**src/rtl/upsample_seq.sv**
```systemverilog
// Sequencer for the 2x bilinear upsampler: loads an N x N frame, steps the
// interpolator through four output phases per complete 2x2 pixel window.
`timescale 1ns/1ps
module upsample_seq #(
  parameter int OUT_W = 7
) (
  input  logic             clk,
  input  logic             rst,
  input  logic             start,
  input  logic [2:0]       size_sel,
  input  logic             abort,
  input  logic             in_valid,
  output logic             in_ready,
  output logic             en_write_in,
  output logic [2:0]       size_upsample,
  output logic             out_valid,
  input  logic             out_ready,
  output logic [1:0]       out_phase,
  output logic [OUT_W-1:0] out_row,
  output logic [OUT_W-1:0] out_col,
  output logic             busy,
  output logic             done,
  output logic             cfg_err
);

  typedef enum logic [1:0] {
    S_IDLE = 2'd0,
    S_LOAD = 2'd1,
    S_EMIT = 2'd2,
    S_DONE = 2'd3
  } state_t;

  state_t     r_state;
  state_t     w_state_nxt;

  logic [5:0] r_r;
  logic [5:0] r_c;
  logic [5:0] r_wr;
  logic [5:0] r_wc;
  logic [1:0] r_ph;
  logic [2:0] r_size;
  logic       r_cfg_err;

  logic       w_size_ok;
  logic       w_start_ok;
  logic       w_accept;
  logic       w_fire;
  logic       w_window;
  logic       w_final;
  logic [5:0] w_last;
  logic [5:0] w_wr_m1;
  logic [5:0] w_wc_m1;

  // Largest coordinate of the latched frame size (N - 1).
  always_comb begin
    case (r_size)
      3'd0:    w_last = 6'd3;
      3'd1:    w_last = 6'd7;
      3'd2:    w_last = 6'd15;
      3'd3:    w_last = 6'd31;
      default: w_last = 6'd63;
    endcase
  end

  assign w_size_ok  = (size_sel <= 3'd4);
  assign w_start_ok = start & w_size_ok;
  assign w_accept   = (r_state == S_LOAD) & in_valid;
  assign w_fire     = (r_state == S_EMIT) & out_ready;
  // A window is complete once the accepted pixel has an up and a left neighbour.
  assign w_window   = (r_r != 6'd0) & (r_c != 6'd0);
  assign w_final    = (r_wr == w_last) & (r_wc == w_last);

  always_ff @(posedge clk or negedge rst) begin
    if (!rst) begin
      r_state <= S_IDLE;
    end else begin
      r_state <= w_state_nxt;
    end
  end

  always_comb begin
    // NOTE: default first so every path assigns the next state and no latch is inferred.
    w_state_nxt = r_state;
    if (abort) begin
      w_state_nxt = S_IDLE;
    end else begin
      case (r_state)
        S_IDLE: if (w_start_ok) w_state_nxt = S_LOAD;
        S_LOAD: if (w_accept && w_window) w_state_nxt = S_EMIT;
        S_EMIT: begin
          if (w_fire && (r_ph == 2'd3)) begin
            w_state_nxt = w_final ? S_DONE : S_LOAD;
          end
        end
        S_DONE:  w_state_nxt = S_IDLE;
        default: w_state_nxt = S_IDLE;
      endcase
    end
  end

  // NOTE: sequential state uses non-blocking assignments so all registers update together.
  always_ff @(posedge clk or negedge rst) begin
    if (!rst) begin
      r_r       <= '0;
      r_c       <= '0;
      r_wr      <= '0;
      r_wc      <= '0;
      r_ph      <= '0;
      r_size    <= '0;
      r_cfg_err <= 1'b0;
    end else if (abort) begin
      r_r       <= '0;
      r_c       <= '0;
      r_ph      <= '0;
      r_cfg_err <= 1'b0;
    end else begin
      r_cfg_err <= (r_state == S_IDLE) & start & ~w_size_ok;
      case (r_state)
        S_IDLE: begin
          if (w_start_ok) begin
            r_size <= size_sel;
            r_r    <= '0;
            r_c    <= '0;
            r_ph   <= '0;
          end
        end
        S_LOAD: begin
          if (w_accept) begin
            r_wr <= r_r;
            r_wc <= r_c;
            if (r_c == w_last) begin
              r_c <= '0;
              r_r <= r_r + 6'd1;
            end else begin
              r_c <= r_c + 6'd1;
            end
            if (w_window) r_ph <= '0;
          end
        end
        S_EMIT: begin
          // Phase 3 wraps to 0; the next window entry clears it anyway.
          if (w_fire) r_ph <= r_ph + 2'd1;
        end
        default: ;
      endcase
    end
  end

  assign w_wr_m1 = r_wr - 6'd1;
  assign w_wc_m1 = r_wc - 6'd1;

  assign in_ready      = (r_state == S_LOAD);
  assign en_write_in   = in_valid & in_ready;
  assign out_valid     = (r_state == S_EMIT);
  assign busy          = (r_state == S_LOAD) | (r_state == S_EMIT);
  assign done          = (r_state == S_DONE);
  assign cfg_err       = r_cfg_err;
  assign size_upsample = r_size;
  assign out_phase     = out_valid ? r_ph : 2'd0;
  // Output pixel is 2*(w-1) plus the phase half bit, i.e. the half bit appended.
  assign out_row       = out_valid ? OUT_W'({w_wr_m1, r_ph[1]}) : '0;
  assign out_col       = out_valid ? OUT_W'({w_wc_m1, r_ph[0]}) : '0;

endmodule

```
**config.mk**
```make
export PLATFORM = sky130hd
export DESIGN_NAME = upsample_seq
export DESIGN_NICKNAME = d
export VERILOG_FILES = /design/src/rtl/upsample_seq.sv
export SDC_FILE = /design/constraint.sdc
export NUM_CORES = 1
export LEC_CHECK = 0
export CAP_MARGIN = 10
export CORE_UTILIZATION = 40
export DETAILED_ROUTE_END_ITERATION = 12
export HOLD_SLACK_MARGIN = 0.15
export PLACE_DENSITY_LB_ADDON = 0.08
export REMOVE_ABC_BUFFERS = 1
export SLEW_MARGIN = 30
export SYNTH_ARGS = -nofsm -noshare
export SYNTH_HDL_FRONTEND = slang
export SYNTH_SLANG_ARGS = --single-unit
```
**constraint.sdc**
```tcl
create_clock -name clk -period 2.6 [get_ports clk]
set_input_delay 0.52 -clock clk [delete_from_list [all_inputs] [get_ports clk]]
set_output_delay 0.52 -clock clk [all_outputs]
set_load 0.005 [all_outputs]
```
==> flow_metrics.env, run 1 <==
export IMPL_fill_cells=478
export IMPL_synth_top_area_share_pct=38.28
export IMPL_path_max_fanout=7
export IMPL_setup_ws_ns=0.1715
export IMPL_cp_arrival_ns=1.91
export IMPL_tightest_slew_ns=0.5249
export IMPL_grt_setup_unrepaired="no"
export IMPL_die_h_microns=74.32
export IMPL_multi_input_area_sq_mm=0.001191
export IMPL_grt_pass1_wl_mm=7.583
export IMPL_timing_rr_end="r_r[4]$_DFFE_PN0P_"
export IMPL_synthFlopType="dfrtp_1"
export IMPL_setup_violations=0
export IMPL_post_synth_top_area_cell="dfrtp_1"
export IMPL_outcome="complete, no violations"
export IMPL_cts_sinks=32
export IMPL_core_area_sq_mm=0.004880
export IMPL_synth_cell_types=48
export IMPL_timing_final_crit_period_ns=2.429
export IMPL_drive_gt1_share_pct=13.50
export IMPL_start_kind="flip-flop"
export IMPL_portBuffers=33
export IMPL_drtAntennaViolNets=0
export IMPL_ctsLongestPathBuffers=2
export IMPL_track_usage_pct=18.62
export IMPL_crit_buf_inv=4
export IMPL_cpPeakStageDelay_ns=0.50
export IMPL_setup_tns_ns=0
export IMPL_r2r_start="r_state[0]$_DFFE_PN0P_"
export IMPL_power_density_mw_per_mm2=778.5
export IMPL_nets=295
export IMPL_rrSetupSlack_ns=0.49
export IMPL_dr_pass1_iters=4
export IMPL_cts_hold_repair_buffers=0
export IMPL_finalCritPeriodShare_pct=93.40
export IMPL_place_congestion=0.8045
export IMPL_crit_path_end_kind="output pin"
export IMPL_syn_inst=234
export IMPL_finClkSkew_ns=0.007317
export IMPL_relSlewSlack_pct=64.92
export IMPL_grt_overflow=0
export IMPL_ys_warn_count=0
export IMPL_finalWirelength_mm=4.819
export IMPL_holdCritStartpoint="r_ph[1]$_DFFE_PN0P_"
export IMPL_critPathSlowestCell="clkdlybuf4s50_1"
export IMPL_ys_seq_area_share_pct=38.28
export IMPL_drc_errors=0
export IMPL_critPathRequiredTime_ns=2.08
export IMPL_first_global_vias=1507
export IMPL_antenna_found_initial=0
export IMPL_h_tree_depth=2
export IMPL_register_area_sq_um=800.8
export IMPL_slew_violations=0
export IMPL_final_common_cell="clkdlybuf4s50_1"
export IMPL_row_count=25
export IMPL_initial_core_util_pct=42.87
export IMPL_area_growth_pct=26.02
export IMPL_io_pins=34
export IMPL_crit_chain="inv_1 -> ha_4 -> clkinvlp_4 -> buf_2 -> nor2_1 -> clkdlybuf4s50_1"
export IMPL_route_vias_total=1754
export IMPL_clock_latency_ns=0.28
export IMPL_ir_drop_mv=0.4432
export IMPL_synth_edf_count=0
export IMPL_ys_seq_elements=32
export IMPL_antenna_cells=0
export IMPL_path_class="flip-flop to output pin"
export IMPL_layout_common_cells="clkdlybuf4s50_1, dfrtp_1, nor2_1"
export IMPL_crit_start="r_state[0]$_DFFE_PN0P_"
export IMPL_synth_async_sr_flop_share_pct=100.0
export IMPL_netlist_area_sq_mm=0.002092
export IMPL_hp_class="flip-flop to flip-flop"
export IMPL_hold_end="r_ph[1]$_DFFE_PN0P_"
export IMPL_clock_fmax_mhz=411.8
export IMPL_syn_mean_instance_area_sq_um=8.940
export IMPL_cts_made_buffers=5
export IMPL_cts_root_buf="clkbuf_8"
export IMPL_synth_area_leaders="dfrtp_1, ha_1, mux2_2"
export IMPL_rr_worst_depth=7
export IMPL_pre_cts_slack_ns=0.07609
export IMPL_dieArea_sq_mm=0.005523
export IMPL_crit_family="buffers and inverters"
export IMPL_min_path_cells=1
export IMPL_maxCapViolations=0
export IMPL_dp_hpwl_mm=3.546
export IMPL_p_leak_nw=1.167
export IMPL_drt_wirelength_per_cell_microns=14.13
export IMPL_vias_per_cell=5.144
export IMPL_hold_viol=0
export IMPL_cts_tree="yes"
export IMPL_grt_max_degree=33
export IMPL_dieWidth_microns=74.32
export IMPL_drt_iter0_markers=108
export IMPL_clkTransAtPathRegs_ns=0.06
-- synth_stat cells (3+ instances only) --
cell and count:
o211ai_1 4, nand4_1 5, nor3b_1 3, nand4b_1 3, nand3_1 12, nand2_1 23, and2_1 4, o2bb2ai_1 3
xor2_1 4, o21ai_1 3, o21ai_0 9, clkbuf_1 10, nand2b_1 4, nor2_1 27, xnor2_1 5, a21oi_1 4
dfrtp_1 32, inv_1 13, nor3_1 8, mux2_2 13, ha_1 13
-- power by group --
group | switching (mW) | internal, mW | total (mW)
Sequential | 0.112 | 0.561 | 0.673
Combinational | 0.456 | 0.533 | 0.989
Clock | 0.175 | 0.216 | 0.390
Total | 0.743 | 1.31 | 2.05
-- stage by stage --
step           hold slack, ns  instance area [sq um]  power, mW  util, %  std cells
4_1_cts                0.5415                   2600      2.038    53.28        338
3_5_place_dp           0.5268                   2510      1.638    51.44        330
5_1_grt                0.5701                   2636      2.215    54.03        341
6_report               0.5326                   2636      2.052    54.03        341
2_1_floorplan          0.2244                   2028      1.163        -        221
3_3_place_gp           0.5282                   2510      1.637    51.44        330
-- state kept, by name, summed over array words and instances (netlist names) --
signal and flops:
r_c 6, r_r 6, r_wc 6, r_wr 6, size_upsample 3, r_ph 2, r_state 2, cfg_err 1
-- cell families (layout without fill, tap and decap cells) --
kind of cell	count (synthesis)	after routing	share of synthesized area, %
flops	32	32	38.28
simple gates	102	102	24.76
fa+ha+maj	13	13	7.775
compound gates	38	38	12.50
xor+xnor	9	9	3.768
buf+inv	26	66	5.383
mux	14	14	7.536
-- layout make-up --
cell class / count / share of cell area (%)
multi-input combinational: 176 / 45.18
inverter: 13 / 1.993
timing repair buffer: 45 / 15.85
sequential: 32 / 30.37
tap: 67 / 3.180
clock buffer: 8 / 3.417
-- layer usage --
| layer | vias to the layer above | share of wire [%] | global-route usage (%) |
|---|---|---|---|
| li1 | 898 | - | - |
| met4 | 0 | 0.95 | 5.451 |
| met1 | 813 | 52 | 28.92 |
| met3 | 6 | 3.4 | 4.607 |
| met5 | - | 0 | 0 |
| met2 | 37 | 44 | 25.25 |
-- repair_timing --
action / in CTS / in global routing
endpoints found under the setup margin: 0 / 12
gates resized for setup: 0 / 3
buffers inserted: 0 / 3
hold endpoints to repair: 0 / 0
-- worst max path at each step --
stage	end	slack, ns	depth (start not counted)
after global routing	out_row[6]	0.05	5
final	out_col[1]	0.17	6
after global placement	r_r[4]$_DFFE_PN0P_	0.09	6
after detailed placement	r_r[4]$_DFFE_PN0P_	0.08	6
after floorplan	r_c[4]$_DFFE_PN0P_	0.28	5
after CTS	out_col[1]	0.07	5
No activity file was read; power rests on OpenSTA's default activity.
==> run 2, diff against run 1 <==
clock period = 2 ns   (was 2.6 ns; I/O delays follow)
==> flow_metrics.env, run 2 (synthesis results as in run 1) <==
export IMPL_tightest_slew_ns=0.4271
export IMPL_antenna_cells=0
export IMPL_finalWirelength_mm=5.189
export IMPL_portBuffers=33
export IMPL_clock_fmax_mhz=512.8
export IMPL_start_kind="primary input"
export IMPL_finalCritPeriodShare_pct=97.50
export IMPL_cts_root_buf="clkbuf_8"
export IMPL_setup_violations=0
export IMPL_cts_made_buffers=5
export IMPL_cpPeakStageDelay_ns=0.42
export IMPL_power_density_mw_per_mm2=999.0
export IMPL_clock_latency_ns=0.28
export IMPL_fill_cells=457
export IMPL_outcome="complete, no violations"
export IMPL_dr_pass1_iters=4
export IMPL_drt_wirelength_per_cell_microns=14.02
export IMPL_final_common_cell="buf_4"
export IMPL_place_congestion=0.8310
export IMPL_dieWidth_microns=74.32
export IMPL_cts_tree="yes"
export IMPL_crit_family="simple AND/OR/NAND/NOR gates"
export IMPL_vias_per_cell=5.014
export IMPL_dieArea_sq_mm=0.005523
export IMPL_drive_gt1_share_pct=27.06
export IMPL_layout_common_cells="buf_4, dfrtp_1, nor2_1"
export IMPL_grt_pass1_wl_mm=8.487
export IMPL_cts_hold_repair_buffers=0
export IMPL_path_class="primary input to flip-flop"
export IMPL_antenna_found_initial=0
export IMPL_cp_arrival_ns=2.16
export IMPL_critPathRequiredTime_ns=2.21
export IMPL_core_area_sq_mm=0.004880
export IMPL_area_growth_pct=38.76
export IMPL_dp_hpwl_mm=3.782
export IMPL_crit_buf_inv=1
export IMPL_crit_path_end_kind="flip-flop"
export IMPL_dp_cells=349
export IMPL_io_pins=34
export IMPL_finalNonFillerCells=370
export IMPL_first_global_vias=1727
export IMPL_die_h_microns=74.32
export IMPL_track_usage_pct=20.69
export IMPL_initial_core_util_pct=42.87
export IMPL_finClkSkew_ns=0.002629
export IMPL_crit_chain="clkdlybuf4s50_1 -> or3b_4 -> and3_4 -> or3_4 -> or3_1 -> o2bb2ai_2"
export IMPL_hold_viol=0
export IMPL_ctsLongestPathBuffers=2
export IMPL_path_max_fanout=3
export IMPL_nets=325
export IMPL_h_tree_depth=2
export IMPL_fin_hold_ws_ns=0.5027
export IMPL_cts_sinks=32
export IMPL_slew_violations=0
export IMPL_grt_overflow=0
export IMPL_relSlewSlack_pct=71.53
export IMPL_hp_class="primary input to flip-flop"
export IMPL_ir_drop_mv=0.5826
export IMPL_drtAntennaViolNets=0
export IMPL_maxCapViolations=0
export IMPL_critPathSlowestCell="clkdlybuf4s50_1"
export IMPL_p_leak_nw=1.430
export IMPL_grt_max_degree=33
export IMPL_row_count=25
export IMPL_clkTransAtPathRegs_ns=0.06
export IMPL_drt_iter0_markers=91
export IMPL_route_vias_total=1855
export IMPL_timing_final_crit_period_ns=1.950
export IMPL_drc_errors=0
==> run 2: per-stage QoR <==
step	setup slack, ns	total power, mW	TNS [ns]	utilization, %	instance area [sq um]
final	0.04999	2.900	0	59.49	2903
after global routing	-0.02265	3.122	-0.07742	59.49	2903
after CTS	0.0009195	2.833	0	58.21	2840
after detailed placement	-0.3484	2.282	-4.770	54.36	2653
after global placement	-0.3324	2.273	-4.293	54.36	2653
after floorplan	-0.1987	1.512	-0.5442	-	2028
==> run 2: layer usage <==
layer | vias up | part of all wire [%] | track usage [%] | wire length, microns
met5 | - | 0 | 0 | 0
met4 | 0 | 2.1 | 8.386 | 107
met3 | 8 | 2.0 | 4.065 | 105
met2 | 22 | 44 | 30.00 | 2276
met1 | 872 | 52 | 30.23 | 2700
li1 | 953 | - | - | -
==> run 2: repair_timing <==
item,in CTS,in global routing
setup buffers,13,2
setup endpoints to repair,22,22
pin swaps,3,5
gates resized for setup,29,15
==> run 2: tightest hold or removal path: stages <==
cell            delay (ns)
dlymetal6s2s_1        0.11
buf_4                 0.12
mux2_2                0.13
==> run 2: final timing paths <==
path	start	to	slack (ns)	cells past startpoint
max	size_sel[1]	r_r[4]$_DFFE_PN0P_	0.05	6
min reg2reg	r_c[0]$_DFFE_PN0P_	r_c[0]$_DFFE_PN0P_	0.53	1
min in group asynchronous	rst	r_c[0]$_DFFE_PN0P_	0.52	2
max in group asynchronous	rst	size_upsample[1]$_DFFE_PN0P_	1.15	2
max reg2reg	r_state[0]$_DFFE_PN0P_	r_r[4]$_DFFE_PN0P_	0.07	8
min	size_sel[0]	size_upsample[0]$_DFFE_PN0P_	0.50	3
==> run 2: where the power goes <==
group / total [mW] / leakage [nW] / internal, mW / switching [mW]
Clock: 0.465 / 0.0410 / 0.236 / 0.229
Combinational: 1.56 / 0.954 / 0.861 / 0.694
Sequential: 0.879 / 0.435 / 0.734 / 0.146
Total: 2.90 / 1.43 / 1.83 / 1.07
==> run 2: layout make-up <==
type                       instances  area, sq um  area share, %
multi-input combinational        176         1254          43.19
sequential                        32        803.3          27.67
timing repair buffer              75        631.9          21.77
tap                               67        83.83          2.888
clock buffer                       6        72.57          2.500
inverter                          13        52.55          1.810
clock inverter                     1        5.005         0.1724
==> run 3, diff against run 2 <==
CTS_CLUSTER_SIZE = 12   (was default)
==> results of run 3 <==
The final DEF is identical to that of run 2; final timing and power are the same.
